`src/rtl/packed_frame_reader.sv`:
```
// Streams one bit-packed edge frame (DEPTH bytes) from the buffer's synchronous
// read port to the UART TX over valid/ready. Define FRAME_CHECKSUM_EN to append an XOR checksum byte.
module packed_frame_reader #(
    parameter int DEPTH  = 5100,
    parameter int ADDR_W = $clog2(DEPTH)
) (
    input  logic              clk,
    input  logic              reset,
    input  logic              start,
    output logic              rEn,
    output logic [ADDR_W-1:0] rAddr,
    input  logic [7:0]        rData,
    output logic [7:0]        tx_data,
    output logic              tx_valid,
    input  logic              tx_ready,
    output logic              busy,
    output logic              done
);

    localparam logic [ADDR_W-1:0] LAST_ADDR = ADDR_W'(DEPTH - 1);

    typedef enum logic [2:0] {
        S_IDLE,
        S_FETCH,
        S_LATCH,
        S_SEND,
`ifdef FRAME_CHECKSUM_EN
        S_CKSUM,
`endif
        S_DONE
    } state_t;

    state_t            r_state;
    logic              r_ren;
    logic [ADDR_W-1:0] r_addr;
    logic [7:0]        r_data;
    logic              r_valid;
    logic              r_busy;
    logic              r_done;
`ifdef FRAME_CHECKSUM_EN
    logic [7:0]        r_xor;
    logic [7:0]        w_xor_nxt;
`endif

    state_t            w_state_nxt;
    logic              w_ren_nxt;
    logic [ADDR_W-1:0] w_addr_nxt;
    logic [7:0]        w_data_nxt;
    logic              w_valid_nxt;
    logic              w_busy_nxt;
    logic              w_done_nxt;
    logic              w_xfer;

    assign w_xfer = r_valid && tx_ready;

    always_comb begin
        w_state_nxt = r_state;
        w_ren_nxt   = 1'b0;
        w_addr_nxt  = r_addr;
        w_data_nxt  = r_data;
        w_valid_nxt = r_valid;
        w_busy_nxt  = r_busy;
        w_done_nxt  = 1'b0;
`ifdef FRAME_CHECKSUM_EN
        w_xor_nxt   = r_xor;
`endif
        case (r_state)
            S_IDLE: begin
                if (start) begin
                    // rEn is registered, so it is raised on entry to FETCH
                    w_state_nxt = S_FETCH;
                    w_ren_nxt   = 1'b1;
                    w_addr_nxt  = '0;
                    w_busy_nxt  = 1'b1;
`ifdef FRAME_CHECKSUM_EN
                    w_xor_nxt   = '0;
`endif
                end
            end
            S_FETCH: begin
                w_state_nxt = S_LATCH;
            end
            S_LATCH: begin
                w_data_nxt  = rData;
                w_valid_nxt = 1'b1;
                w_state_nxt = S_SEND;
            end
            S_SEND: begin
                if (w_xfer) begin
                    w_valid_nxt = 1'b0;
`ifdef FRAME_CHECKSUM_EN
                    w_xor_nxt   = r_xor ^ r_data;
`endif
                    if (r_addr == LAST_ADDR) begin
`ifdef FRAME_CHECKSUM_EN
                        w_data_nxt  = r_xor ^ r_data;
                        w_valid_nxt = 1'b1;
                        w_state_nxt = S_CKSUM;
`else
                        w_done_nxt  = 1'b1;
                        w_state_nxt = S_DONE;
`endif
                    end else begin
                        w_addr_nxt  = r_addr + 1'b1;
                        w_ren_nxt   = 1'b1;
                        w_state_nxt = S_FETCH;
                    end
                end
            end
`ifdef FRAME_CHECKSUM_EN
            S_CKSUM: begin
                if (w_xfer) begin
                    w_valid_nxt = 1'b0;
                    w_done_nxt  = 1'b1;
                    w_state_nxt = S_DONE;
                end
            end
`endif
            S_DONE: begin
                w_addr_nxt  = '0;
                w_busy_nxt  = 1'b0;
                w_state_nxt = S_IDLE;
            end
            default: begin
                w_state_nxt = S_IDLE;
            end
        endcase
    end

    always_ff @(posedge clk) begin
        if (reset) begin
            r_state <= S_IDLE;
            r_ren   <= 1'b0;
            r_addr  <= '0;
            r_data  <= '0;
            r_valid <= 1'b0;
            r_busy  <= 1'b0;
            r_done  <= 1'b0;
`ifdef FRAME_CHECKSUM_EN
            r_xor   <= '0;
`endif
        end else begin
            r_state <= w_state_nxt;
            r_ren   <= w_ren_nxt;
            r_addr  <= w_addr_nxt;
            r_data  <= w_data_nxt;
            r_valid <= w_valid_nxt;
            r_busy  <= w_busy_nxt;
            r_done  <= w_done_nxt;
`ifdef FRAME_CHECKSUM_EN
            r_xor   <= w_xor_nxt;
`endif
        end
    end

    assign rEn      = r_ren;
    assign rAddr    = r_addr;
    assign tx_data  = r_data;
    assign tx_valid = r_valid;
    assign busy     = r_busy;
    assign done     = r_done;

endmodule
```
`config.mk`:
```
export PLATFORM = sky130hd
export DESIGN_NAME = packed_frame_reader
export DESIGN_NICKNAME = d
export VERILOG_FILES = /design/src/rtl/packed_frame_reader.sv
export SDC_FILE = /design/constraint.sdc
export NUM_CORES = 1
export LEC_CHECK = 0
export CELL_PAD_IN_SITES_DETAIL_PLACEMENT = 1
export CELL_PAD_IN_SITES_GLOBAL_PLACEMENT = 1
export CORE_MARGIN = 3
export CORE_UTILIZATION = 38
export DETAILED_ROUTE_END_ITERATION = 12
export GPL_TIMING_DRIVEN = 0
export HOLD_SLACK_MARGIN = 0.03
export PLACE_DENSITY_LB_ADDON = 0.1
export SETUP_SLACK_MARGIN = 0.5
export SKIP_LAST_GASP = 1
export SLEW_MARGIN = 15
export SYNTH_ARGS = -nofsm -noshare
export SYNTH_HDL_FRONTEND = slang
export SYNTH_SLANG_ARGS = --single-unit
```
`constraint.sdc`:
```
create_clock -name clk -period 5.7 [get_ports clk]
set_clock_uncertainty 0.05 [all_clocks]
set_input_delay 0.855 -clock clk [delete_from_list [all_inputs] [get_ports clk]]
set_output_delay 0.855 -clock clk [all_outputs]
set_load 0.01 [all_outputs]
```
==> flow_metrics.env, run 1 <==
export IMPL_worstPathRequired_ns=4.80
export IMPL_final_cell_mix="clkdlybuf4s50_1 (35), dfxtp_1 (28), nor2_1 (14)"
export IMPL_port_buffers=35
export IMPL_hold_violations=0
export IMPL_ys_ff_latch=28
export IMPL_fin_cells=222
export IMPL_syn_nets=152
export IMPL_avgViaCountPerCell=5.94
export IMPL_initialDrtViolationCount=70
export IMPL_power_frac_clock_pct=34.3
export IMPL_synth_top_area_share_pct=42.0
export IMPL_dp_hpwl_mm=2.85
export IMPL_cts_clk_slew_worst_paths_ns=0.16
export IMPL_cp_num_cells=1
export IMPL_drt_first_pass_iters=4
export IMPL_cts_tree="built"
export IMPL_clock_path_buffers=2
export IMPL_totalWireLength_mm=3.81
export IMPL_r2r_cells=5
export IMPL_drc=0
export IMPL_wl_per_cell_um=17.2
export IMPL_synth_top_area_cell="dfxtp_1"
export IMPL_cellPowerDensity_mw_per_mm2=215
export IMPL_critical_path_top_delay_family="buffers and inverters"
export IMPL_layout_drive_gt1_share_pct=11.2
export IMPL_p_int_mw=0.297
export IMPL_die_area_sq_mm=0.00426
export IMPL_grt_max_degree=17
export IMPL_dp_slack_ns=3.13
export IMPL_antenna_found_initial=0
export IMPL_worst_pin_slew_ns=0.650
export IMPL_rows=20
export IMPL_power_leakage_nw=0.606
export IMPL_fin_setup_tns_ns=0
export IMPL_p_seq_share_pct=53.6
export IMPL_ant_nets=0
export IMPL_yosysWarnings=0
export IMPL_cpPeakStageDelay_ns=0.61
export IMPL_synth_main_ff_cell="dfxtp_1"
export IMPL_syn_cell_area_sq_mm=0.00133
export IMPL_holdCritPathClass="flip-flop to flip-flop"
export IMPL_seqCellArea_sq_um=561
export IMPL_setup_viol=0
export IMPL_crit_arrival_ns=1.51
export IMPL_swShare_pct=23.0
export IMPL_crit_type="flip-flop to output port"
export IMPL_crit_path_end_kind="output port"
export IMPL_maxSlewViolCount=0
export IMPL_worst_setup_path_start_kind="flip-flop"
export IMPL_hold_path_depth=2
export IMPL_area_growth_pct=34.3
export IMPL_period_needed_ns=2.41
export IMPL_critPathSlowestCell="clkdlybuf4s50_1"
export IMPL_core_area_sq_mm=0.00320
export IMPL_ctsHoldBuffers=0
export IMPL_p_comb_share_pct=12.0
export IMPL_vias=1318
export IMPL_vdd_drop_max_mv=0.210
export IMPL_placedCellCount=218
export IMPL_place_congestion=0.794
export IMPL_track_usage_pct=19.0
export IMPL_synth_edf_count=0
export IMPL_cts_resized=0
export IMPL_cp_cell_sequence="clkdlybuf4s50_1"
export IMPL_cap_viol_max_count=0
export IMPL_die_w_um=65.2
export IMPL_grt_ovfl_total=0
export IMPL_h_tree_depth=1
export IMPL_min_period_over_period_pct=42.4
export IMPL_synth_cell_types=52
export IMPL_grt_pass1_wl_mm=6.32
export IMPL_start_util_pct=41.6
export IMPL_clock_latency_ns=0.34
export IMPL_cts_sinks=28
export IMPL_fill_cells=391
export IMPL_nNetsFinal=192
export IMPL_ys_async_sr_fraction_pct=0
export IMPL_syn_instance_count=139
export IMPL_antenna_cells=0
export IMPL_synthTopCellsByArea="dfxtp_1 (42%), mux2i_1 (6.0%), nor2_1 (3.9%)"
export IMPL_multi_input_area_sq_um=749
export IMPL_status="complete, no violations"
export IMPL_worst_path_buf_inv=1
export IMPL_path_max_fanout=10
export IMPL_io_pins=37
export IMPL_syn_avg_cell_area_sq_um=9.60
export IMPL_first_global_vias=1355
export IMPL_die_h_um=65.2
export IMPL_worst_slack_ns=3.29
export IMPL_p_total_mw=0.386
export IMPL_mostFrequentLayoutCell="clkdlybuf4s50_1"
export IMPL_cts_setup_buffers=0
export IMPL_maxClockFrequency_mhz=414
export IMPL_cts_root_buf="clkbuf_4"
export IMPL_cts_buffers=3
export IMPL_rsz0062_at_grt="false"
export IMPL_slew_headroom_pct=56.4
export IMPL_p_sw_mw=0.0886
export IMPL_ys_seq_area_share_pct=42.0
sequential cells by signal, indices dropped and copies added, names as in the netlist:
register	cells
busy	1
done	1
rAddr	13
rEn	1
r_state	3
tx_data	8
tx_valid	1
per-layer routing:
metal | global-route usage [%] | share of wire, % | vias to the layer above
met5 | 0 | 0 | -
met4 | 5.18 | 1.7 | 0
met3 | 5.81 | 6.1 | 6
met2 | 32.9 | 49 | 48
met1 | 22.6 | 43 | 637
li1 | - | - | 627
power by group through the flow:
| stage | Sequential, mW | Combinational (mW) | Clock [mW] |
|---|---|---|---|
| floorplan | 0.213 | 0.0208 | 0 |
| global placement | 0.211 | 0.0445 | 0 |
| detailed placement | 0.211 | 0.0462 | 0 |
| CTS | 0.207 | 0.0467 | 0.136 |
| global route | 0.208 | 0.0507 | 0.146 |
| finish | 0.207 | 0.0464 | 0.132 |
layout make-up:
class	count	share of cell area (%)
multi-input cells	105	41.8
flip-flops and latches	28	31.3
repair buffers	35	19.6
well taps	44	3.07
clock inverters	1	1.68
clock buffers	3	1.26
plain buffers	5	1.12
inverters	1	0.209
cell usage after synthesis, types with 2 or more instances:
| cell type | count |
|---|---|
| a2111oi_0 | 2 |
| a21o_2 | 2 |
| a21oi_1 | 6 |
| a22o_1 | 3 |
| a311oi_1 | 2 |
| a31oi_1 | 2 |
| and4_2 | 2 |
| clkbuf_1 | 3 |
| dfxtp_1 | 28 |
| mux2i_1 | 8 |
| nand2_1 | 6 |
| nand3_1 | 7 |
| nand4_1 | 4 |
| nand4b_1 | 2 |
| nor2_1 | 14 |
| nor3_1 | 4 |
| o211ai_1 | 3 |
| o21ai_0 | 3 |
| or3_1 | 3 |
| or4_1 | 3 |
final timing paths:
kind / to / slack [ns] / start
max: rAddr[4] / 3.29 / rAddr[4]
min: tx_data[4] / 0.47 / tx_data[4]
max reg2reg: rAddr[10] / 3.47 / rAddr[0]
min reg2reg: tx_data[4] / 0.47 / tx_data[4]
per-stage QoR:
stage / instance area, sq um / util [%] / hold slack, ns
5_1_grt: 1790 / 55.9 / 0.513
4_1_cts: 1790 / 55.9 / 0.478
3_3_place_gp: 1740 / 54.3 / 0.422
6_report: 1790 / 55.9 / 0.468
2_1_floorplan: 1330 / - / 0.456
3_5_place_dp: 1740 / 54.3 / 0.446
cell families after synthesis:
family | after synthesis | synth area share, %
and+or+nand+nor | 62 | 29.5
AOI/OAI and AO/OA | 31 | 17.6
DFF | 28 | 42.0
muxes | 9 | 6.85
buffers and inverters | 6 | 1.78
xor gates and xnor gates | 2 | 1.31
adders and majority gates | 1 | 0.938
Power figures use the tool's default switching activity.
==> run 2, diff against run 1 <==
- CORE_UTILIZATION: 38 -> 32
- clock period: 5.7 -> 2 ns (I/O delays scaled with it)
==> flow_metrics.env, run 2 (synthesis gave the netlist of run 1 again) <==
export IMPL_fin_setup_tns_ns=0
export IMPL_setup_viol=0
export IMPL_h_tree_depth=1
export IMPL_maxClockFrequency_mhz=528
export IMPL_crit_type="flip-flop to flip-flop"
export IMPL_power_leakage_nw=0.832
export IMPL_die_h_um=70.6
export IMPL_period_needed_ns=1.89
export IMPL_fin_util_pct=53.7
export IMPL_grt_ovfl_total=0
export IMPL_ant_nets=0
export IMPL_cts_clk_slew_worst_paths_ns=0.10
export IMPL_hold_violations=0
export IMPL_core_area_sq_mm=0.00383
export IMPL_crit_path_end_kind="flip-flop"
export IMPL_track_usage_pct=17.8
export IMPL_vdd_drop_max_mv=0.415
export IMPL_layout_drive_gt1_share_pct=32.8
export IMPL_path_max_fanout=4
export IMPL_largest_reg_flops=13
export IMPL_seqCellArea_sq_um=598
export IMPL_wl_per_cell_um=18.2
export IMPL_status="complete, no violations"
export IMPL_slew_headroom_pct=68.0
export IMPL_worstPathRequired_ns=2.14
export IMPL_fill_cells=423
export IMPL_worst_pin_slew_ns=0.480
export IMPL_placedCellCount=222
export IMPL_holdCritPathClass="primary input to flip-flop"
export IMPL_drc=0
export IMPL_port_buffers=35
export IMPL_nNetsFinal=203
export IMPL_maxSlewViolCount=0
export IMPL_die_area_sq_mm=0.00498
export IMPL_avgViaCountPerCell=5.73
export IMPL_cts_root_buf="clkbuf_8"
export IMPL_worst_setup_path_start_kind="flip-flop"
export IMPL_cts_sinks=28
export IMPL_crit_arrival_ns=2.04
export IMPL_antenna_found_initial=0
export IMPL_initialDrtViolationCount=43
export IMPL_grt_max_degree=17
export IMPL_vias=1357
export IMPL_fin_cells=237
export IMPL_min_period_over_period_pct=94.7
export IMPL_mostFrequentLayoutCell="dlygate4sd2_1"
export IMPL_cellPowerDensity_mw_per_mm2=578
export IMPL_cts_tree="built"
export IMPL_die_w_um=70.6
export IMPL_antenna_cells=0
export IMPL_dp_hpwl_mm=2.82
export IMPL_drt_first_pass_iters=4
export IMPL_final_cell_mix="dlygate4sd2_1 (21), nor2_1 (14), dfxtp_1 (12)"
export IMPL_cts_buffers=3
export IMPL_dp_slack_ns=-0.0367
export IMPL_io_pins=37
export IMPL_grt_pass1_wl_mm=7.05
export IMPL_first_global_vias=1345
export IMPL_place_congestion=0.707
export IMPL_area_growth_pct=54.0
export IMPL_hold_ws_ns=0.341
export IMPL_multi_input_area_sq_um=861
export IMPL_cap_viol_max_count=0
export IMPL_totalWireLength_mm=4.31
export IMPL_rsz0062_at_grt="true"
export IMPL_start_util_pct=34.9
export IMPL_rows=22
export IMPL_worst_slack_ns=0.106
export IMPL_clock_path_buffers=2
export IMPL_clock_latency_ns=0.29
==> run 2: final cells by class <==
type / instances / area share [%]
multi-input cells: 105 / 41.9
flip-flops and latches: 28 / 29.1
repair buffers: 46 / 20.8
well taps: 48 / 2.92
clock buffers: 3 / 2.01
plain buffers: 5 / 1.64
clock inverters: 1 / 1.46
inverters: 1 / 0.183
==> run 2: worst max-delay path, stage by stage (launching register included) <==
cell and delay, ns:
dfxtp_4 0.35, or4b_4 0.56, or3_4 0.39, and4_4 0.18
a221o_1 0.26
==> run 2: final timing paths <==
| kind | start | end | slack (ns) | cells past startpoint |
|---|---|---|---|---|
| worst max register to register | rAddr[11] | rAddr[9] | 0.11 | 4 |
| worst min-delay path | reset | rAddr[5] | 0.34 | 2 |
| worst min register to register | rAddr[7] | rAddr[7] | 0.45 | 1 |
| worst max-delay path | rAddr[11] | rAddr[9] | 0.11 | 4 |
==> run 2: per-stage QoR <==
| step | area [sq um] | power, mW |
|---|---|---|
| 2_1_floorplan | 1380 | 0.670 |
| 6_report | 2050 | 1.19 |
| 3_3_place_gp | 1790 | 0.733 |
| 5_1_grt | 2050 | 1.23 |
| 3_5_place_dp | 1790 | 0.738 |
| 4_1_cts | 2000 | 1.19 |
==> run 2: what timing repair did <==
item                       4_1_cts  5_1_grt
buffers inserted                11        0
pin swaps                        7        3
setup endpoints to repair       47       29
hold buffers                     0        0
gates resized for setup         45       13
==> run 2: routing by layer <==
| layer | vias up | wire length [um] | global-route usage, % | share of wire, % |
|---|---|---|---|---|
| met5 | - | 0 | 0 | 0 |
| li1 | 647 | - | - | - |
| met2 | 31 | 2080 | 27.9 | 48 |
| met1 | 672 | 2000 | 24.2 | 46 |
| met3 | 7 | 151 | 3.41 | 3.5 |
| met4 | 0 | 86 | 7.10 | 2.0 |
==> run 2: where the power goes <==
part	switching [mW]	total (mW)	internal, mW
Sequential	0.0138	0.581	0.567
Clock	0.203	0.473	0.269
Combinational	0.0693	0.133	0.0642
